## config.mk

```make
export PLATFORM = sky130hd
export DESIGN_NAME = figo_seq_detector
export DESIGN_NICKNAME = d
export VERILOG_FILES = /design/src/rtl/figo_seq_detector.sv
export SDC_FILE = /design/constraint.sdc
export NUM_CORES = 1
export LEC_CHECK = 0
export BUFFER_PORTS_ARGS = -buffer_cell sky130_fd_sc_hd__buf_2
export CORE_ASPECT_RATIO = 1.75
export CORE_UTILIZATION = 45
export CTS_CLUSTER_SIZE = 25
export DETAILED_ROUTE_END_ITERATION = 12
export PLACE_DENSITY_LB_ADDON = 0.25
export SYNTH_ARGS = -nofsm -noshare
export SYNTH_HDL_FRONTEND = slang
export SYNTH_SLANG_ARGS = --single-unit
```

## constraint.sdc

```tcl
create_clock -name clk -period 6.25 [get_ports clk]
set_clock_uncertainty 0.05 [all_clocks]
set_input_delay 0.625 -clock clk [delete_from_list [all_inputs] [get_ports clk]]
set_output_delay 0.625 -clock clk [all_outputs]
set_load 0.01 [all_outputs]
```

## src/rtl/figo_seq_detector.sv

```systemverilog
// rtl/figo_seq_detector.sv - multi-channel serial sequence detector with saturating match counters
//
// Purpose: shifts a qualified serial bit stream into a PAT_W-bit history and
// compares it against NUM_PAT run-time programmable patterns. Each channel
// has its own fill counter, so overlapping and non-overlapping matching can
// be selected per edge. Each channel also has a one-cycle detect pulse and a
// saturating match counter.
//
// Ports:
//   clk        rising-edge clock
//   reset_n    asynchronous active-low reset
//   inbit      serial data bit, sampled only when in_valid=1
//   in_valid   qualifies inbit
//   overlap_en 1 = overlapping matches, 0 = a match restarts that channel's fill
//   clear      synchronous clear of history, fill counters, counts and detect
//   pat_load   write pat_data into channel pat_sel (out-of-range index ignored)
//   pat_sel    channel index for pat_load
//   pat_data   new pattern, MSB = oldest bit
//   detect     registered one-cycle match pulse per channel
//   det_count  saturating match count, channel i at [i*CNT_W +: CNT_W]
module figo_seq_detector #(
  parameter int PAT_W = 3,
  parameter int NUM_PAT = 3,
  parameter int CNT_W = 8,
  parameter logic [NUM_PAT*PAT_W-1:0] PAT_INIT = {3'b010, 3'b101, 3'b110},
  localparam int SEL_W = (NUM_PAT > 1) ? $clog2(NUM_PAT) : 1
) (
  input  logic                     clk,
  input  logic                     reset_n,
  input  logic                     inbit,
  input  logic                     in_valid,
  input  logic                     overlap_en,
  input  logic                     clear,
  input  logic                     pat_load,
  input  logic [SEL_W-1:0]         pat_sel,
  input  logic [PAT_W-1:0]         pat_data,
  output logic [NUM_PAT-1:0]       detect,
  output logic [NUM_PAT*CNT_W-1:0] det_count
);

  localparam int FILL_W = $clog2(PAT_W + 1);
  localparam logic [FILL_W-1:0] FILL_MAX = FILL_W'(PAT_W);
  // A channel can match once it holds PAT_W-1 bits, since the incoming bit completes the window.
  localparam logic [FILL_W-1:0] FILL_THR = FILL_W'(PAT_W - 1);
  localparam logic [CNT_W-1:0]  CNT_MAX  = '1;

  logic [PAT_W-1:0]                  hist_q, hist_d, next_hist;
  logic [NUM_PAT-1:0][FILL_W-1:0]    fill_q, fill_d;
  logic [NUM_PAT-1:0][PAT_W-1:0]     pat_q, pat_d;
  logic [NUM_PAT-1:0][CNT_W-1:0]     cnt_q, cnt_d;
  logic [NUM_PAT-1:0]                det_q, det_d, match;

  always_comb begin
    next_hist = {hist_q[PAT_W-2:0], inbit};
    hist_d    = hist_q;
    fill_d    = fill_q;
    cnt_d     = cnt_q;
    pat_d     = pat_q;
    det_d     = '0;
    match     = '0;

    // The compare uses pat_q, so a load on the same edge only affects later bits.
    for (int i = 0; i < NUM_PAT; i++) begin
      match[i] = in_valid && (next_hist == pat_q[i]) && (fill_q[i] >= FILL_THR);
    end

    if (clear) begin
      // Clear wins over in_valid; the bit presented on this edge is dropped.
      hist_d = '0;
      fill_d = '0;
      cnt_d  = '0;
    end else if (in_valid) begin
      hist_d = next_hist;
      for (int i = 0; i < NUM_PAT; i++) begin
        if (match[i]) begin
          det_d[i] = 1'b1;
          if (cnt_q[i] != CNT_MAX) cnt_d[i] = cnt_q[i] + 1'b1;
          fill_d[i] = overlap_en ? FILL_MAX : '0;
        end else if (fill_q[i] != FILL_MAX) begin
          fill_d[i] = fill_q[i] + 1'b1;
        end
      end
    end

    // Out-of-range pat_sel matches no channel and so is ignored.
    for (int i = 0; i < NUM_PAT; i++) begin
      if (pat_load && (pat_sel == SEL_W'(i))) pat_d[i] = pat_data;
    end
  end

  always_ff @(posedge clk or negedge reset_n) begin
    if (!reset_n) begin
      hist_q <= '0;
      fill_q <= '0;
      cnt_q  <= '0;
      det_q  <= '0;
      pat_q  <= PAT_INIT;
    end else begin
      hist_q <= hist_d;
      fill_q <= fill_d;
      cnt_q  <= cnt_d;
      det_q  <= det_d;
      pat_q  <= pat_d;
    end
  end

  assign detect    = det_q;
  assign det_count = cnt_q;

endmodule

```

# ---- Word-level counts from Yosys, hierarchy flattened
# Cells that the tools add are included.
dict set report totals {
  register_bits 44
  in_bits 12
  output_inout_bits 27
  elab_cells 81
}
dict set report classes {
  add_sub_neg 6
  order_cmp 3
  n_eq_ne 11
  n_mux 24
  n_reduce_logical 26
}
# cell n
set ops {}
lappend ops {{24-bit two-way mux} 2}
lappend ops {{8-bit two-way mux} 6}
lappend ops {{8-bit by 1-bit adder with 8-bit output, second input constant} 3}
lappend ops {{8-bit != test, second input constant} 3}
lappend ops {{2-bit two-way mux} 9}
lappend ops {{2-bit nonzero test} 7}
lappend ops {{6-bit two-way mux} 2}
lappend ops {{3-bit equality test} 3}
lappend ops {{1-bit logical AND} 9}
lappend ops {{3-bit AND reduction} 3}
lappend ops {{3-bit nonzero test} 3}
lappend ops {{2-bit by 1-bit adder with 2-bit output, second input constant} 3}
lappend ops {{2-bit >= comparator, second input constant} 3}
lappend ops {{3-bit two-way mux} 2}
lappend ops {{2-bit != test, second input constant} 3}
lappend ops {{2-bit AND reduction} 3}
lappend ops {{1-bit two-way mux} 3}
lappend ops {{2-bit by 1-bit equality test with 1-bit output, second input constant} 1}
lappend ops {{2-bit equality test, second input constant} 1}
lappend ops {{2-bit zero test} 1}

# ---- Logic depth before layout (Yosys ltp)
# Gate-level depths: netlist of the first run.
dict set report logic_depth {
  ltp_word 6
  mapped_depth 8
  mapped_depth_nobuf 6
}

# ---- Least setup slack after synthesis of the first run
# No wires, ideal clock.
dict set report synth_path {
  path_kind {input-to-reg}
  start {in in_valid}
  end {reg cnt_q, in the netlist det_count[5]}
  setup_ns 0.125
  arrival_time_ns 2.109
  slack_ns 3.966
  cell_stages 6
  path_buffers 2
  cell_sequence {buf_2 -> o21ai_0 -> or4_1 -> clkbuf_2 -> nor4_1 -> mux2_2}
}
dict set report synth_via {
  elab_chain_cells 4
  word_cells_on_any_way 5
  classes_between {reduce/logical: 5}
}
# item line_no
set synth_lines {}
lappend synth_lines {{start, declared} 31} ;# input logic in_valid,
lappend synth_lines {{1-bit logical AND (2 in series)} 64} ;# match[i] = in_valid && (next_hist == pat_q[i]) && (fill_q[i] >= FILL_THR);
lappend synth_lines {{2-bit nonzero test (no line)} -}
lappend synth_lines {{3-bit AND reduction (no line) (*)} -}
lappend synth_lines {{end signal, assigned} 101} ;# cnt_q <= cnt_d;
lappend synth_lines {{end, declared} 50} ;# logic [NUM_PAT-1:0][CNT_W-1:0] cnt_q, cnt_d;
# Every way passes the cells marked *; elsewhere a longest branch is shown, timed or not.
# A chain may end at the register's enable or synchronous reset.

# ---- Worst setup path after layout of the first run
dict set report layout_path {
  start {reg fill_q[0] (netlist name)}
  end {reg cnt_q, in the netlist det_count[5]}
}
dict set report layout_via {
  elab_chain_cells 4
}
# item line_no
set layout_lines {}
lappend layout_lines {{start, declared} 48} ;# logic [NUM_PAT-1:0][FILL_W-1:0] fill_q, fill_d;
lappend layout_lines {{start signal, assigned} 100} ;# fill_q <= fill_d;
lappend layout_lines {{2-bit >= comparator} 64}
lappend layout_lines {{1-bit logical AND} 64}
lappend layout_lines {{2-bit nonzero test (no line)} -}
lappend layout_lines {{3-bit AND reduction (no line)} -}
# No other way between the ends.

==> run metrics, run 1 <==
Mapped Area 2340 um^2; fin crit period 2.421 ns; Syn Inst Count 233; post-synth top area cell dfrtp_1; clk slew on worst S/H paths 0.09 ns; CP Class reg2reg; routed vias 1889; Setup Buffers After CTS 0; chip width 56.51 um; Multi-input gate area 1147 um^2; Antenna Violating Nets Remaining 0; Final Util 53.09%; core area 4977 um^2; row count 34; Routed WL per cell 15.01 um; required time of the critical path 6.39 ns; endpoints failing hold 0; Rel. slew slack 34.18%; clock sink count 44; fill count 480; HP Class in2async; TritonCTS Buffers 5; post-synth top area share 41.71%; number of remaining DRC errors 0; Max clock buf depth 2; Die H 97.39 um; Initial DRC Count 31; Post-synth EDFFs 0; Post-synth ARST share 100.0%; Final Max Tran Viols 0; status finished clean; Root Driver clkbuf_8; Critical Path Fanout Max 17; Critical Path End Type flop; Seq cells post-synth 44; P&R area growth vs syn 12.94%; Sequential Area 1107 um^2; actual slew at the worst max-slew pin 0.9872 ns; largest net degree at the start of global routing 45; cell with the most instances after synthesis dfrtp_1; Synthesis Warnings 0; Max Cap Viol 0; layout cells sized above 1 24.63%; final wirelength 4834 um; crit path DAT 2.56 ns; final worst path period share 38.73%; Post-Syn Area per Cell 10.04 um^2; # port buffers 38; CTS tree done; Setup TNS 0 ns; dominant synthesized flop cell dfrtp_1; fin nets 288; setup violators final 0; RSZ-0062 raised after global routing no; crit path launch type flop; Peak VDD IR 0.1930 mV; sequential cell area fraction in the yosys report 47.33%; HPWL Detailed 3346 um; I/O Pins 39; syn_nets 254; CTS HTree Levels 2; drt first pass iters 4; count of cell types in the netlist 35; Clk Latency, worst-skew pair 0.30 ns; global-route wire length before repair 8142 um; pwr/cell area 222.0 nW/um^2; leakage power 1.216 nW; Commonest cells post-synth dfrtp_1 (39), a21oi_1 (21), nand2_1 (15); Total GRT Usage 18.49%; RD Place Congestion 0.7801; PostCTS Resize Cnt 0; vias in the first global route 1824; Hold Buf Count CTS 0; antenna violations before repair 0; Fmax 413.1 MHz; post-DR vias/cell 5.866; # diodes 0; Starting Density 47.01%; synth top area cells dfrtp_1 (42%), dfstp_2 (5.6%), ha_1 (4.8%); full die area 5503 um^2; gr ovfl total 0
-- where the power goes --
group / switching [mW] / internal (mW) / total [mW]
Sequential: 0.0154 / 0.308 / 0.323
Clock: 0.101 / 0.0884 / 0.189
Combinational: 0.0400 / 0.0341 / 0.0741
Total: 0.156 / 0.430 / 0.587
-- state kept, by name, summed over array words and instances (netlist names) --
register,flops
det_count,24
pat_q,9
fill_q,6
detect,3
hist_q,2
-- routing by layer --
metal  GRT usage (%)  part of all wire [%]  vias up
met3           3.462                   2.6        6
met5               0                     0        -
li1                -                     -      925
met4           7.129                   1.5        0
met1           20.84                    42      931
met2           33.39                    54       27
-- worst max-delay path, cell delays in order, from the launching register on --
cell and delay (ns):
dfrtp_1 0.40, inv_1 0.09, ha_1 0.16, o21ai_0 0.06, or4_1 0.76, nor4_1 0.41, mux2_2 0.37
-- worst paths after layout --
| path | start | end | slack, ns | cells after the start |
|---|---|---|---|---|
| setup / recovery | fill_q[0] | det_count[5] | 3.83 | 6 |
| hold / removal | reset_n | det_count[20] | 0.42 | 1 |
| setup reg to reg | fill_q[0] | det_count[5] | 3.83 | 6 |
| hold reg to reg | pat_q[4] | pat_q[4] | 0.48 | 1 |
| max in group asynchronous | reset_n | fill_q[5] | 5.10 | 1 |
| min in group clk | pat_q[4] | pat_q[4] | 0.48 | 1 |
-- final cells by class --
class	count	area share, %
timing repair buffer	38	7.197
tap	54	2.557
inverter	10	1.420
clock inverter	2	0.3788
multi-input combinational	168	43.42
sequential	44	41.90
clock buffer	6	3.125
-- through the flow --
stage          setup slack [ns]  std cells  power (mW)  cell area, um^2  hold WS (ns)
2_1_floorplan             3.966        233      0.3790             2340        0.2794
3_3_place_gp              3.687        314      0.4018             2550        0.4592
3_5_place_dp              3.653        314      0.4046             2550        0.4658
4_1_cts                   3.836        322      0.5929             2643        0.4694
5_1_grt                   3.638        322      0.6132             2643        0.4976
6_report                  3.829        322      0.5866             2643        0.4177
-- placed cells by master (no fill, tap or decap), types with 7 or more instances in the layout --
cell     netlist  routed
inv_1         10      10
nand3_1       10      10
a21oi_1       21      21
mux2_2        10      10
nand2_1       15      15
ha_1           9       9
dfrtp_1       39      39
buf_2          4      38
xor2_1         9       9
nor2_1        14      14
o21ai_0       11      11
or4_1         12      12
o31ai_1        7       7
-- cell families after synthesis --
logic type,Yosys count,share of synthesized area (%)
simple gates,78,18.18
xor+xnor,12,4.492
buf+inv,21,3.636
compound gates,54,14.60
flops,44,47.33
fa+ha+maj,9,4.813
mux,15,6.952
Note: power is estimated with default switching activity, not from simulation.
==> run 2, diff against run 1 <==
- clock period: 6.25 -> 2 ns (I/O delays scaled with it)
==> run 2 against run 1 <==
Net effect:
- the flow now finishes with violations (negative setup slack)
- maximum frequency is 18% higher
- wire length rose by 15%
- first-iteration DRC count increased by 94%
- power grew to 3.3 times the previous value
- combinational power rose to 4.5 times the previous value
- global-route usage is 2.5 points higher
- non-clock buffer count up 27
- clock power grew to 3.2 times the previous value
- highest routed layer unchanged
==> run metrics, run 2 (synthesized netlist as in run 1, its figures left out) <==
status finished, violations left (was finished clean); failing checks negative setup slack; R2R Setup Slk -0.06 ns (was 3.83 ns); CTS HTree Levels 2 (unchanged); required time of the critical path 2.18 ns (was 6.39 ns); Total GRT Usage 20.98% (was 18.49%); CP max-delay cell dfstp_2 (was or4_1); most frequent cells in the layout buf_2 (39), dfrtp_1 (36), buf_4 (20) (was dfrtp_1 (39), buf_2 (38), a21oi_1 (21)); worst slack at placement -0.1110 ns (was 3.653 ns); HPWL Detailed 3601 um (was 3346 um); P&R area growth vs syn 30.43% (was 12.94%); most common cell after layout, fill and taps aside buf_2 (was dfrtp_1); Worst path max stage delay 0.55 ns (was 0.76 ns); final wirelength 5547 um (was 4834 um); Final Max Tran Viols 0 (unchanged); drt first pass iters 4 (unchanged); Clk Latency, worst-skew pair 0.30 ns (about the same); RSZ-0062 raised after global routing yes (was no); # diodes 0 (unchanged); Initial DRC Count 60 (was 31); antenna violations before repair 0 (unchanged); Max Cap Viol 0 (unchanged); chip width 56.51 um (unchanged); clk slew on worst S/H paths 0.08 ns (was 0.09 ns); # port buffers 38 (unchanged); hold path endpoint pat_q[4]; setup violators final 8 (was 0); Hold Path Depth 2; CP top delay family simple AND/OR/NAND/NOR gates (unchanged); final worst path period share 102.9% (was 38.73%); Routed WL per cell 15.94 um (was 15.01 um); fill count 420 (was 480); I/O Pins 39 (unchanged); pwr/cell area 639.0 nW/um^2 (was 222.0 nW/um^2); clock sink count 44 (unchanged); Starting Density 47.01% (unchanged); row count 34 (unchanged); buffers and inverters on the worst path 1 (unchanged); post-DR vias/cell 5.819 (was 5.866); Peak VDD IR 0.6917 mV (was 0.1930 mV); global-route wire length before repair 9177 um (was 8142 um); Max clock buf depth 2 (unchanged); Root Driver clkbuf_8 (unchanged); CTS tree done (unchanged); fin crit period 2.058 ns (was 2.421 ns); hold slack 0.1219 ns (was 0.4177 ns); Largest register FFs 24 (unchanged); Antenna Violating Nets Remaining 0 (unchanged); Worst Min Path Start pat_data[1]; fin nets 315 (was 288); worst reg2reg path depth 5 (was 6); RD Place Congestion 0.7652 (was 0.7801); CP Class reg2reg (unchanged); Critical Path End Type flop (unchanged); CP cell instances xor2_1 -> or4_4 -> buf_6 -> or4_4 -> a21oi_2 (was inv_1 -> ha_1 -> o21ai_0 -> or4_1 -> nor4_1 -> mux2_2); core area 4977 um^2 (unchanged); Critical Path Fanout Max 6 (was 17); actual slew at the worst max-slew pin 0.5880 ns (was 0.9872 ns); Die H 97.39 um (unchanged); gr ovfl total 0 (unchanged); routed vias 2025 (was 1889); setup ws final -0.05838 ns (was 3.829 ns); Crit Reg-Reg Startpoint pat_q[7] (was fill_q[0]); most frequent CP cell or4_4; leakage power 1.372 nW (was 1.216 nW); number of remaining DRC errors 0 (unchanged); full die area 5503 um^2 (unchanged); reg2reg end det_count[20] (was det_count[5]); endpoints failing hold 0 (unchanged); crit path DAT 2.23 ns (was 2.56 ns); crit path launch type flop (unchanged); Final Util 61.31% (was 53.09%); Rel. slew slack 60.66% (was 34.18%); largest net degree at the start of global routing 32 (was 45); vias in the first global route 2095 (was 1824); HP Class in2reg (was in2async); layout cells sized above 1 42.18% (was 24.63%); TritonCTS Buffers 5 (unchanged); Fmax 485.8 MHz (was 413.1 MHz)
## run 2: worst max-delay path by stage
stage               cells past startpoint       from             to
floorplan                               5  hist_q[0]   det_count[5]
global placement                        5  hist_q[0]  det_count[23]
detailed placement                      5  hist_q[0]  det_count[20]
CTS                                     5   pat_q[7]  det_count[20]
global route                            7  fill_q[2]  det_count[14]
finish                                  5   pat_q[7]  det_count[20]
## run 2: what timing repair did
| item | CTS | global route |
|---|---|---|
| endpoints found under the setup margin | 21 | 27 |
| setup buffers | 5 | 3 |
| hold buffers | 1 | 0 |
| pin swaps | 21 | 12 |
| hold endpoints to repair | 19 | 0 |
| resized for setup | 9 | 35 |
| cloned | 3 | 0 |
## run 2: stage by stage
step | std cells | TNS (ns) | cell area, um^2 | power [mW]
after floorplan | 233 | -0.01737 | 2375 | 1.192
after global placement | 329 | -0.6279 | 2689 | 1.288
after detailed placement | 329 | -1.043 | 2689 | 1.299
after CTS | 345 | -0.4351 | 2897 | 1.929
after global routing | 348 | -0.9980 | 3052 | 2.049
final | 348 | -0.2997 | 3052 | 1.950
## run 2: layer usage
metal | track usage (%) | wire length [um] | vias to the layer above
met3 | 4.261 | 149 | 8
met2 | 38.46 | 3124 | 38
met5 | 0 | 0 | -
met1 | 22.45 | 2166 | 1005
li1 | - | - | 974
met4 | 9.006 | 108 | 0
## run 2: layout make-up
class	instances	area, um^2	share of cell area (%)
Timing Repair Buffer	65	429.2	14.06
Tap cell	54	67.56	2.214
Sequential cell	44	1111	36.41
Multi-Input combinational cell	168	1310	42.93
Clock buffer	7	96.34	3.157
Inverter	10	37.54	1.230
## run 2: power breakdown
group	switching, mW	leakage (nW)	internal (mW)	total [mW]
Clock	0.296	0.0503	0.308	0.604
Sequential	0.0490	0.578	0.963	1.01
Combinational	0.159	0.744	0.174	0.334
Total	0.504	1.37	1.45	1.95
